$ cat config.mk
export PLATFORM = sky130hd
export DESIGN_NAME = dmg_timer
export DESIGN_NICKNAME = d
export VERILOG_FILES = /design/src/rtl/dmg_timer.sv
export SDC_FILE = /design/constraint.sdc
export NUM_CORES = 1
export LEC_CHECK = 0
export ABC_CLOCK_PERIOD_IN_PS = 5600
export BUFFER_PORTS_ARGS = -buffer_cell sky130_fd_sc_hd__buf_2
export CAP_MARGIN = 25
export CORE_MARGIN = 4
export CORE_UTILIZATION = 58
export CTS_CLUSTER_DIAMETER = 200
export DETAILED_ROUTE_END_ITERATION = 10
export GPL_TIMING_DRIVEN = 0
export PLACE_DENSITY = 0.91
export REMOVE_ABC_BUFFERS = 1
export SYNTH_ARGS = -nofsm -noshare
export SYNTH_HDL_FRONTEND = slang
export SYNTH_SLANG_ARGS = --single-unit
export TNS_END_PERCENT = 100
$ cat constraint.sdc
create_clock -name clk -period 5.6 [get_ports clk]
set_input_delay 0.28 -clock clk [delete_from_list [all_inputs] [get_ports clk]]
set_output_delay 0.28 -clock clk [all_outputs]
set_load 0.005 [all_outputs]
$ cat src/rtl/dmg_timer.sv
// Game Boy timer: TIMA/TMA/TAC registers at FF05-FF07 plus the FF04 DIV port.
// TIMA counts falling edges of a TAC-selected divider tap; overflow triggers a delayed TMA reload and irq.
module dmg_timer #(
  parameter int RELOAD_DELAY = 4
) (
  input  logic        clk,
  input  logic        reset,
  input  logic [15:0] div,
  input  logic        ff04_ff07,
  input  logic [1:0]  addr,
  input  logic        cpu_wr,
  input  logic        cpu_rd,
  input  logic [7:0]  wdata,
  output logic [7:0]  rdata,
  output logic        rdata_oe,
  output logic        div_reset,
  output logic        irq_timer,
  output logic [7:0]  tima_q
);

  // state  | meaning
  // IDLE   | TIMA counts selected tap falling edges
  // OVF    | TIMA overflowed, reads 0x00 while the reload delay runs down
  // RELOAD | one cycle after the TMA load; TIMA writes ignored, TMA writes pass through
  typedef enum logic [1:0] {IDLE, OVF, RELOAD} state_t;

  state_t      state, state_nxt;
  logic [7:0]  tima, tima_nxt;
  logic [7:0]  tma;
  logic [2:0]  tac;
  logic [3:0]  cnt, cnt_nxt;
  logic        irq_nxt;
  logic        tap_bit, tap, tap_prev, inc;
  logic        wr_div, wr_tima, wr_tma, wr_tac;

  assign wr_div  = cpu_wr && ff04_ff07 && (addr == 2'd0);
  assign wr_tima = cpu_wr && ff04_ff07 && (addr == 2'd1);
  assign wr_tma  = cpu_wr && ff04_ff07 && (addr == 2'd2);
  assign wr_tac  = cpu_wr && ff04_ff07 && (addr == 2'd3);

  always_comb begin
    case (tac[1:0])
      2'd0:    tap_bit = div[9];
      2'd1:    tap_bit = div[3];
      2'd2:    tap_bit = div[5];
      default: tap_bit = div[7];
    endcase
  end

  // Disabling or reselecting the tap can itself create a falling edge; that is intentional.
  assign tap = tap_bit & tac[2];
  assign inc = tap_prev & ~tap;

  always_comb begin
    state_nxt = state;
    tima_nxt  = tima;
    cnt_nxt   = cnt;
    irq_nxt   = 1'b0;
    case (state)
      IDLE: begin
        if (wr_tima) begin
          tima_nxt = wdata;
        end else if (inc) begin
          if (tima == 8'hFF) begin
            tima_nxt  = 8'h00;
            cnt_nxt   = 4'(RELOAD_DELAY - 1);
            state_nxt = OVF;
          end else begin
            tima_nxt = tima + 8'd1;
          end
        end
      end
      OVF: begin
        if (wr_tima) begin
          tima_nxt  = wdata;
          state_nxt = IDLE;
        end else if (cnt == 4'd0) begin
          tima_nxt  = wr_tma ? wdata : tma;
          irq_nxt   = 1'b1;
          state_nxt = RELOAD;
        end else begin
          cnt_nxt = cnt - 4'd1;
        end
      end
      RELOAD: begin
        if (wr_tma) tima_nxt = wdata;
        state_nxt = IDLE;
      end
      default: state_nxt = IDLE;
    endcase
  end

  always_ff @(posedge clk or posedge reset) begin
    if (reset) begin
      state     <= IDLE;
      tima      <= 8'h00;
      tma       <= 8'h00;
      tac       <= 3'b000;
      cnt       <= 4'd0;
      tap_prev  <= 1'b0;
      irq_timer <= 1'b0;
      div_reset <= 1'b0;
    end else begin
      state     <= state_nxt;
      tima      <= tima_nxt;
      cnt       <= cnt_nxt;
      tap_prev  <= tap;
      irq_timer <= irq_nxt;
      div_reset <= wr_div;
      if (wr_tma) tma <= wdata;
      if (wr_tac) tac <= wdata[2:0];
    end
  end

  assign tima_q   = tima;
  assign rdata_oe = ff04_ff07 && cpu_rd;

  always_comb begin
    rdata = 8'h00;
    if (rdata_oe) begin
      case (addr)
        2'd0:    rdata = div[15:8];
        2'd1:    rdata = tima;
        2'd2:    rdata = tma;
        default: rdata = {5'b11111, tac};
      endcase
    end
  end

endmodule

# Yosys cells after proc, flatten, opt, wreduce, memory -nomap -nowiden
# Index checks and enable logic that the tools add are counted.
# totals
regBits	28
in_bits	31
out_inout_bits	19
# classes
n_addsub	2
eq_ne	16
n_mux	26
bitwise_logic	3
n_reduce_logical	15
# ops
cell	count
$mux 8	8
$pmux 8 s3	2
$mux 4	5
$ne 2x2->1 const B	6
$mux 2	5
$add 8x1->8 const B	1
$eq 2x2->1 const B	4
$eq 8x8->1 const B	1
$pmux 4 s2	1
$reduce_and 4->1	2
$eq 2x1->1 const B	3
$logic_and 1x1->1	6
$logic_not 2->1	3
$ne 3x3->1 const B	2
$reduce_and 6->1	1
$logic_not 4->1	1
$pmux 2 s2	1
$sub 4x1->4 const B	1
$mux 1	3
$pmux 1 s3	1
$reduce_bool 3->1	1
$and 1x1->1	2
$reduce_bool 2->1	1
$not 1->1	1

# Logic depth before layout (Yosys ltp)
# Gate-level depths: netlist of run 1.
# depth
word_depth	8
depth_mapped	9
ltp_nobuf	7

# Worst setup path before layout of run 1
# OpenSTA, ideal clock, no wires.
# synth_timing
kind	register to register
startpoint	reg cnt[0]
endpoint	reg cnt[2]
setup_ps	126
arrival_ps	1849
t_required_ps	5474
setup_slack_ps	3626
stages_incl_launch_ff	9
path_buffers	1
period_less_slack_ps	1974
path_cell_list	dfrtp_1 -> inv_1 -> ha_1 -> or3b_1 -> clkbuf_1 -> nand3_1 -> nor4b_1 -> a311o_1 -> a221o_1
# synth_between
elab_chain_len	4
elab_cells_between_ends	7
cone_classes	1 x add/sub; 1 x eq/ne; 3 x mux; 2 x reduce/logical
# synth_rtl
item	line_no	text
start, declared	31	logic [3:0] cnt, cnt_nxt;
start signal, assigned	106	cnt <= cnt_nxt;
$sub 4x1->4	82	cnt_nxt = cnt - 4'd1;
$mux 4	77	end else if (cnt == 4'd0) begin
$mux 4	74	if (wr_tima) begin
$pmux 4 s2	59	case (state)
# Several ways; a longest one is shown, not always the timed one. The select of a mux whose other input is x is not followed.
# A chain may end at the register's enable or synchronous reset.

# Worst setup path in the final report of run 1
# layout_timing
startpoint	reg state[1]
endpoint	reg tima[6], in the netlist tima_q[6]
# layout_between
elab_chain_len	3
elab_cells_between_ends	9
cone_classes	5 x eq/ne; 1 x mux; 3 x reduce/logical
# layout_rtl
item	line_no	text
start, declared	27	state_t state, state_nxt;
start signal, assigned	104	state <= state_nxt;
$eq 2x1->1 (tied with other cells)	59	
$ne 3x3->1 (no line) (tied with other cells)	n/a	
$reduce_and 4->1 (no line)	n/a	
end signal, assigned	105	tima <= tima_nxt;
end, declared	28	logic [7:0] tima, tima_nxt;
# Several ways; a longest one is shown, not always the timed one.

==> flow_summary.ini, run 1 <==
[finish]
nets = 305
drive_gt1_frac = 0.282
antenna_cells = 0
syn_to_final_growth_pct = 13.8

[place]
dp_slack_ps = 2800
gp_congestion = 0.938
io_buffers = 44
post-dp-hpwl_um = 3780

[die]
io_pins = 50
die_h_um = 67.8
chipWidth_um = 67.8
start_util = 0.612
rows = 21
die-area_mm2 = 0.00460
core_mm2 = 0.00339

[timing]
slew_violations = 0
rsz0062_at_grt = no
skew_ps = 12.0
fmax_mhz = 368
fin_setup_tns_ps = 0
finalWorstSetupSlack_ps = 2880
slew_headroom = 0.387
min_period_over_period = 0.485
fin_crit_ps = 2720
final-hold-violation-count = 0
setup_viol = 0
worstMarginPinSlew_ps = 920

[global_routing]
first_global_vias = 1855
grt_pass1_wl_um = 8580
antenna_found_initial = 0
grt.total_usage = 0.243
gr-total-overflow = 0
grt_max_degree = 30

[synth]
synthCells = 231
synth_warnings = 0
seq_area_frac_synth = 0.338
synth_area_mm2 = 0.00207
ys_ff_latch = 28
synth_edf_count = 0
synthArstFlopShare = 1.00
postSynthAreaPerCell_um2 = 8.98
netlist-cell-type-count = 55
synthFlopType = dfrtp_1

[drt]
drt-total-wl_um = 5320
drt_iter0_markers = 262
vias = 2009
drc = 0
wl_per_cell_um = 17.0
ant_nets = 0
drt-pass1-iter-count = 5
vias_per_cell = 6.44

[cts]
clock-sinks = 28
ctsHtreeMaxLevel = 1
post_cts_buffers = 0
cts_buffer_depth = 2
numCtsBuffers = 3
cts_hold_buf = 1
cts_tree = yes
cts-resized-gates = 0
clk_pin_slew_ps = 160
clkLatencyLatePin_ps = 340
root_buffer = clkbuf_4

[pwr]
power.density_mw_per_mm2 = 271
p_leak_nw = 1.05
vdd.ir_drop.worst_mv = 0.140

[hold_path]
whs_path_depth = 2
whs_endpoint = tma[5]
min_from = wdata[5]
hp-class = in2reg

[outcome]
outcome = complete, no violations

[setup_path]
r2r_end = tima_q[6]
rr_worst_depth = 7
r2r_slack_ps = 2880
path_class = reg2reg
max_stage_delay_ps = 760
cp.arrival_ps = 2960
cpMaxStageDelayCell = ha_1
start_kind = register
r2r-start = state[1]
end_kind = register
critPathMaxFanout = 29
worstPathCellList = inv_1, ha_1, nand3_1, o211ai_1, buf_4, nor2_1, o22a_1
required_ps = 5840

[flow_run]
drv_cap = 0
routing by layer:
metal | share of wire | track usage | routed length [um]
met1 | 0.43 | 0.325 | 2290
met2 | 0.47 | 0.414 | 2520
met3 | 0.080 | 0.0250 | 424
met4 | 0.014 | 0.0695 | 76
met5 | 0 | 0 | 0
through the flow:
stage | hold slack [ps] | cells | utilization | instance area [um^2] | power, mW
CTS | 184 | 311 | 0.694 | 2350 | 0.635
finish | 185 | 312 | 0.696 | 2360 | 0.640
global placement | 488 | 305 | 0.672 | 2280 | 0.522
floorplan | 345 | 215 | - | 2000 | 0.446
global route | 188 | 312 | 0.696 | 2360 | 0.680
detailed placement | 302 | 306 | 0.680 | 2310 | 0.532
cell type report:
class / count / area, um^2
multi-input combinational: 178 / 1270
inverter: 9 / 33.8
timing repair buffer: 47 / 265
sequential: 28 / 701
clock buffer: 4 / 36.3
fill: 243 / 1030
tap: 46 / 57.6
sequential cells by signal, indices dropped and copies added, names as in the netlist:
name / flops
tac: 3
tap_prev: 1
cnt: 4
div_reset: 1
irq_timer: 1
tima_q: 8
state: 2
tma: 8
worst max-delay path, delay by kind of cell, from the launching register on:
family | cells | cell delay (ps)
compound gates | 2 | 650
fa+ha+maj | 1 | 760
buf+inv | 2 | 380
flops | 1 | 450
simple gates | 2 | 360
cells in the mapped netlist (2+ instances only):
| library cell | number | area [um^2] |
|---|---|---|
| mux2_2 | 16 | 180 |
| a221oi_1 | 2 | 17.5 |
| a211oi_1 | 3 | 22.5 |
| nand4_1 | 3 | 18.8 |
| mux4_2 | 3 | 67.6 |
| a21oi_1 | 10 | 50.1 |
| nor2_1 | 19 | 71.3 |
| buf_2 | 4 | 20.0 |
| dfrtp_1 | 28 | 701 |
| o221ai_1 | 2 | 17.5 |
| o41ai_1 | 3 | 26.3 |
| o22ai_1 | 8 | 50.1 |
| o31ai_1 | 5 | 37.5 |
| nor3_1 | 3 | 15.0 |
| nand2_1 | 22 | 82.6 |
| nor2b_1 | 3 | 18.8 |
| nand4b_1 | 3 | 26.3 |
| nand2b_1 | 5 | 31.3 |
| nor3b_1 | 3 | 22.5 |
| and3_1 | 5 | 31.3 |
| a31oi_1 | 4 | 25.0 |
| ha_1 | 7 | 87.6 |
| clkbuf_1 | 8 | 30.0 |
| a21o_1 | 2 | 15.0 |
| buf_1 | 2 | 7.51 |
| o21ai_0 | 10 | 50.1 |
| nand3_1 | 11 | 55.1 |
| xnor2_1 | 3 | 26.3 |
| inv_1 | 8 | 30.0 |
power breakdown:
group / switching, mW / internal (mW) / leakage, nW
clock: 0.0624 / 0.0399 / 0.0210
sequential: 0.0616 / 0.245 / 0.351
combinational: 0.107 / 0.123 / 0.680
worst max path at each step:
stage,startpoint,endpoint,slack (ps),cells after the start
after floorplan,cnt[0],tima_q[1],3540,6
after global routing,state[1],tima_q[6],2740,7
after CTS,state[1],tima_q[6],3010,6
after global placement,addr[0],tima_q[1],2980,5
after detailed placement,addr[0],tima_q[5],2800,5
final,state[1],tima_q[6],2880,7
cells by family after synthesis:
group,count (synthesis),synth area share
mux,20,0.132
compound gates,65,0.221
simple gates,82,0.198
xor+xnor,4,0.0169
flops,28,0.338
fa+ha+maj,7,0.0422
buf+inv,25,0.0519
cells in the final DEF (no fill, tap or decap), types with 4 or more instances in the layout:
cell type	n
ha_1	7
mux2_2	16
a31oi_1	4
and3_1	5
o22ai_1	8
a21oi_1	10
nand2b_1	5
nor2_1	19
nand2_1	22
buf_2	44
o21ai_0	10
nand3_1	11
inv_1	8
dfrtp_1	28
o31ai_1	5
No activity file was read; power rests on OpenSTA's default activity.
==> run 2: changes to the inputs <==
--- a/config.mk
+++ b/config.mk
@@ -5,15 +5,15 @@
 export SDC_FILE = /design/constraint.sdc
 export NUM_CORES = 1
 export LEC_CHECK = 0
-export ABC_CLOCK_PERIOD_IN_PS = 5600
+export ABC_CLOCK_PERIOD_IN_PS = 2350
 export BUFFER_PORTS_ARGS = -buffer_cell sky130_fd_sc_hd__buf_2
 export CAP_MARGIN = 25
 export CORE_MARGIN = 4
-export CORE_UTILIZATION = 58
+export CORE_UTILIZATION = 49
 export CTS_CLUSTER_DIAMETER = 200
 export DETAILED_ROUTE_END_ITERATION = 10
 export GPL_TIMING_DRIVEN = 0
-export PLACE_DENSITY = 0.91
+export PLACE_DENSITY = 0.82
 export REMOVE_ABC_BUFFERS = 1
 export SYNTH_ARGS = -nofsm -noshare
 export SYNTH_HDL_FRONTEND = slang
==> constraint.sdc (replaced) <==
create_clock -name clk -period 2.35 [get_ports clk]
set_input_delay 0.1175 -clock clk [delete_from_list [all_inputs] [get_ports clk]]
set_output_delay 0.1175 -clock clk [all_outputs]
set_load 0.005 [all_outputs]
==> run 2 against run 1 <==
Utilization decreased by 10 points. Setup slack lost 2800 ps. First-iteration DRC count shrank 58%. Clock-buffer cell count did not move. Cell area is 2.0% higher. Sequential power rose by 140%. Total power is 150% higher. Register-to-register slack worse by 2800 ps. Critical endpoint is now cnt[2]. Highest routed layer unchanged.
==> flow_summary.ini, run 2 (synthesis gave the netlist of run 1 again) <==
[place]
dpl-instance-area_mm2 = 0.00231
io_buffers = 44
gp_congestion = 0.882
post-dp-hpwl_um = 3550

[timing]
fin_setup_tns_ps = 0
fin_crit_ps = 2230
rsz0062_at_grt = no
worstMarginPinSlew_ps = 672
skew_ps = 4.41
fmax_mhz = 448
setup_viol = 0
final-hold-violation-count = 0
slew_violations = 0
slew_headroom = 0.549
hold_slack_ps = 93.9
min_period_over_period = 0.949

[hold_path]
hp-class = in2reg

[cts]
root_buffer = clkbuf_8
numCtsBuffers = 3
clkLatencyLatePin_ps = 280
cts_tree = yes
clk_pin_slew_ps = 100
cts_buffer_depth = 2
ctsHtreeMaxLevel = 1
clock-sinks = 28

[flow_run]
drv_cap = 0

[finish]
utilization = 0.593
syn_to_final_growth_pct = 16.0
drive_gt1_frac = 0.288
antenna_cells = 0
postLayoutCellArea_mm2 = 0.00241
final_cell_mix = buf_2 (44), dfrtp_1 (28), nand2_1 (22)
nets = 306
n_fill_cell = 338
mostFrequentLayoutCell = buf_2

[setup_path]
start_kind = register
critPathMaxFanout = 8
end_kind = register
cp.arrival_ps = 2400
required_ps = 2520
path_class = reg2reg

[die]
rows = 23
io_pins = 50
core_mm2 = 0.00406
die_h_um = 73.1
chipWidth_um = 73.1
start_util = 0.511
die-area_mm2 = 0.00534

[drt]
drt-pass1-iter-count = 4
vias_per_cell = 6.08
ant_nets = 0
drt-total-wl_um = 4920
drt_iter0_markers = 109
wl_per_cell_um = 15.5
vias = 1927
drc = 0

[global_routing]
first_global_vias = 1738
grt_max_degree = 30
antenna_found_initial = 0
gr-total-overflow = 0
grt.total_usage = 0.198
grt_pass1_wl_um = 8350

[pwr]
p_total_mw = 1.59
power.density_mw_per_mm2 = 659
vdd.ir_drop.worst_mv = 0.293
p_leak_nw = 1.07

[outcome]
outcome = complete, no violations
[run 2: timing repair]
| action | CTS | global route |
|---|---|---|
| endpoints found under the setup margin | 8 | 0 |
| setup buffers | 2 | 0 |
| hold endpoints to repair | 7 | 0 |
| hold buffers | 1 | 0 |
| resized for setup | 1 | 0 |
[run 2: final timing paths]
| path | from | to | slack, ps | cells past startpoint |
|---|---|---|---|---|
| worst min-delay path | wdata[5] | tma[5] | 90 | 2 |
| worst max register to register | tima_q[0] | cnt[2] | 120 | 6 |
| max in group asynchronous | reset | tma[5] | 1570 | 4 |
| min in group asynchronous | reset | state[0] | 350 | 3 |
| worst max-delay path | tima_q[0] | cnt[2] | 120 | 6 |
| worst min register to register | tma[3] | tma[3] | 520 | 2 |
[run 2: per-stage QoR]
stage | worst slack, ps | std cells
5_1_grt | 29.8 | 317
6_report | 120 | 317
3_3_place_gp | -170 | 309
3_5_place_dp | -223 | 310
2_1_floorplan | 290 | 215
4_1_cts | 160 | 317
[run 2: cell type report]
cell class / count / area, um^2 / area share
Multi-Input combinational cell: 178 / 1270 / 0.527
Tap cell: 50 / 62.6 / 0.0260
Inverter: 9 / 33.8 / 0.0140
Timing Repair Buffer: 48 / 285 / 0.119
Sequential cell: 28 / 701 / 0.291
Clock buffer: 4 / 55.1 / 0.0229
[run 2: layer usage]
layer | wire (um) | global-route usage | share of wire | vias up
met2 | 2300 | 0.325 | 0.47 | 62
met3 | 327 | 0.0234 | 0.066 | 5
met5 | 0 | 0 | 0 | -
met4 | 59 | 0.0492 | 0.012 | 0
met1 | 2230 | 0.277 | 0.45 | 922
li1 | - | - | - | 938
[run 2: critical path: stages (launching register included)]
cell     delay, ps
dfrtp_1        490
ha_1           280
nand2_1         90
nor3_1         390
and3_1         370
nor2_1         140
a221o_1        360
[run 2: power by group]
part | internal (mW) | switching, mW
clock network | 0.150 | 0.162
registers | 0.585 | 0.145
logic | 0.307 | 0.236
==> run 3: changes to the inputs <==
--- a/config.mk
+++ b/config.mk
@@ -7,14 +7,13 @@
 export LEC_CHECK = 0
 export ABC_CLOCK_PERIOD_IN_PS = 2350
 export BUFFER_PORTS_ARGS = -buffer_cell sky130_fd_sc_hd__buf_2
-export CAP_MARGIN = 25
+export CAP_MARGIN = 15
 export CORE_MARGIN = 4
 export CORE_UTILIZATION = 49
 export CTS_CLUSTER_DIAMETER = 200
 export DETAILED_ROUTE_END_ITERATION = 10
 export GPL_TIMING_DRIVEN = 0
 export PLACE_DENSITY = 0.82
-export REMOVE_ABC_BUFFERS = 1
 export SYNTH_ARGS = -nofsm -noshare
 export SYNTH_HDL_FRONTEND = slang
 export SYNTH_SLANG_ARGS = --single-unit
==> run 3 against run 2 <==
Utilization rose by 1.2 points. Die area stayed put. Total power increased by 0.67%. Clock power fell by 18%. Critical endpoint is now tima_q[1]. Register-to-register slack is essentially flat. Wire length grew 15%. Via count grew 7.5%. Global-route usage grew 2.0 points. Fmax rose by 0.21%. Combinational power is 13% higher.
==> flow_summary.ini, run 3 (synthesis gave the netlist of run 1 again) <==
[setup_path]
path_class = reg2reg
cp.arrival_ps = 2390
required_ps = 2520
r2r_end = tima_q[1]
start_kind = register
critPathMaxFanout = 10
rr_worst_depth = 7
r2r_slack_ps = 120
crit_start = state[1]
r2r-start = state[1]
end_kind = register

[cts]
ctsHtreeMaxLevel = 1
cts_buffer_depth = 2
clk_pin_slew_ps = 90
clock-sinks = 28
clkLatencyLatePin_ps = 270
cts_tree = yes
numCtsBuffers = 3
root_buffer = clkbuf_8

[die]
rows = 23
chipWidth_um = 73.1
core_mm2 = 0.00406
die_h_um = 73.1
io_pins = 50
start_util = 0.511
die-area_mm2 = 0.00534

[drt]
ant_nets = 0
drt-total-wl_um = 5650
vias_per_cell = 6.26
drt-pass1-iter-count = 5
wl_per_cell_um = 17.1
vias = 2072
drt_iter0_markers = 262
drc = 0

[global_routing]
grt_max_degree = 29
grt.total_usage = 0.218
antenna_found_initial = 0
first_global_vias = 1926
grt_pass1_wl_um = 9160
gr-total-overflow = 0

[timing]
final-hold-violation-count = 0
fmax_mhz = 449
worstMarginPinSlew_ps = 672
slew_headroom = 0.552
skew_ps = 2.17
min_period_over_period = 0.947
fin_crit_ps = 2230
setup_viol = 0
slew_violations = 0

[synth]
syn_nets = 269

[pwr]
p_total_mw = 1.60
vdd.ir_drop.worst_mv = 0.287
p_leak_nw = 1.10
power.density_mw_per_mm2 = 650

[finish]
n_fill_cell = 364
mostFrequentLayoutCell = buf_2
utilization = 0.605
multi_input_area_mm2 = 0.00127
drive_gt1_frac = 0.299
regArea_um2 = 701
final_cell_mix = buf_2 (44), dfrtp_1 (28), nand2_1 (22)
nets = 321
syn_to_final_growth_pct = 18.3
antenna_cells = 0

[place]
gp_congestion = 0.965
io_buffers = 41
post-dp-hpwl_um = 4100

[hold_path]
whs_endpoint = tma[5]
min_from = wdata[5]
whs_path_depth = 2
hp-class = in2reg

[flow_run]
drv_cap = 0

[outcome]
outcome = complete, no violations
## run 3: changes by cell type in the layout (fill, tap and decap cells not counted), sizes merged
| cell | change |
|---|---|
| clkdlybuf4s15 | +1 |
| clkbuf | +8 |
| buf | +5 |
## run 3: layout make-up
type / count / share of cell area
inverter: 9 / 0.0143
buffer: 16 / 0.0316
timing repair buffer: 47 / 0.108
sequential: 28 / 0.285
tap: 50 / 0.0255
clock buffer: 3 / 0.0168
multi-input combinational: 178 / 0.519
## run 3: report_power, final
group / switching [mW] / internal, mW / leakage [nW]
Clock: 0.143 / 0.115 / 0.0216
Sequential: 0.138 / 0.585 / 0.351
Combinational: 0.292 / 0.324 / 0.723
Total: 0.573 / 1.02 / 1.10
## run 3: worst max path at each step
stage | to
CTS | tima_q[2]
global placement | tima_q[2]
detailed placement | tima_q[1]
global route | tima_q[7]
finish | tima_q[1]
floorplan | cnt[2]
## run 3: critical path, stage by stage, from the launching register on
cell	delay, ps
dfrtp_1	430
inv_1	80
ha_1	270
clkbuf_1	340
clkinv_2	250
nand2_1	300
a21oi_1	100
o41ai_2	350
## run 3: per-stage QoR
| step | worst slack, ps | TNS, ps | hold WS (ps) | area [um^2] | instances |
|---|---|---|---|---|---|
| 2_1_floorplan | 376 | 0 | 183 | 2070 | 231 |
| 3_3_place_gp | 83.5 | 0 | 384 | 2340 | 322 |
| 3_5_place_dp | 7.07 | 0 | 388 | 2340 | 322 |
| 4_1_cts | 56.3 | 0 | 104 | 2380 | 325 |
| 5_1_grt | -27.0 | -48.8 | 105 | 2450 | 331 |
| 6_report | 125 | 0 | 110 | 2450 | 331 |
## run 3: what timing repair did
| item | in CTS | in global routing |
|---|---|---|
| gates resized for setup | 1 | 6 |
| hold endpoints to repair | 0 | 15 |
| pin swaps | 0 | 1 |
| buffers inserted | 0 | 3 |
| cloned | 0 | 1 |
| setup endpoints to repair | 1 | 8 |
| hold buffers | 0 | 1 |
## run 3: layer usage
metal / track usage / up-vias / wire length, um
met5: 0 / - / 0
met4: 0.0738 / 0 / 76
met3: 0.0220 / 11 / 557
met2: 0.359 / 121 / 2700
met1: 0.299 / 969 / 2320
li1: - / 971 / -
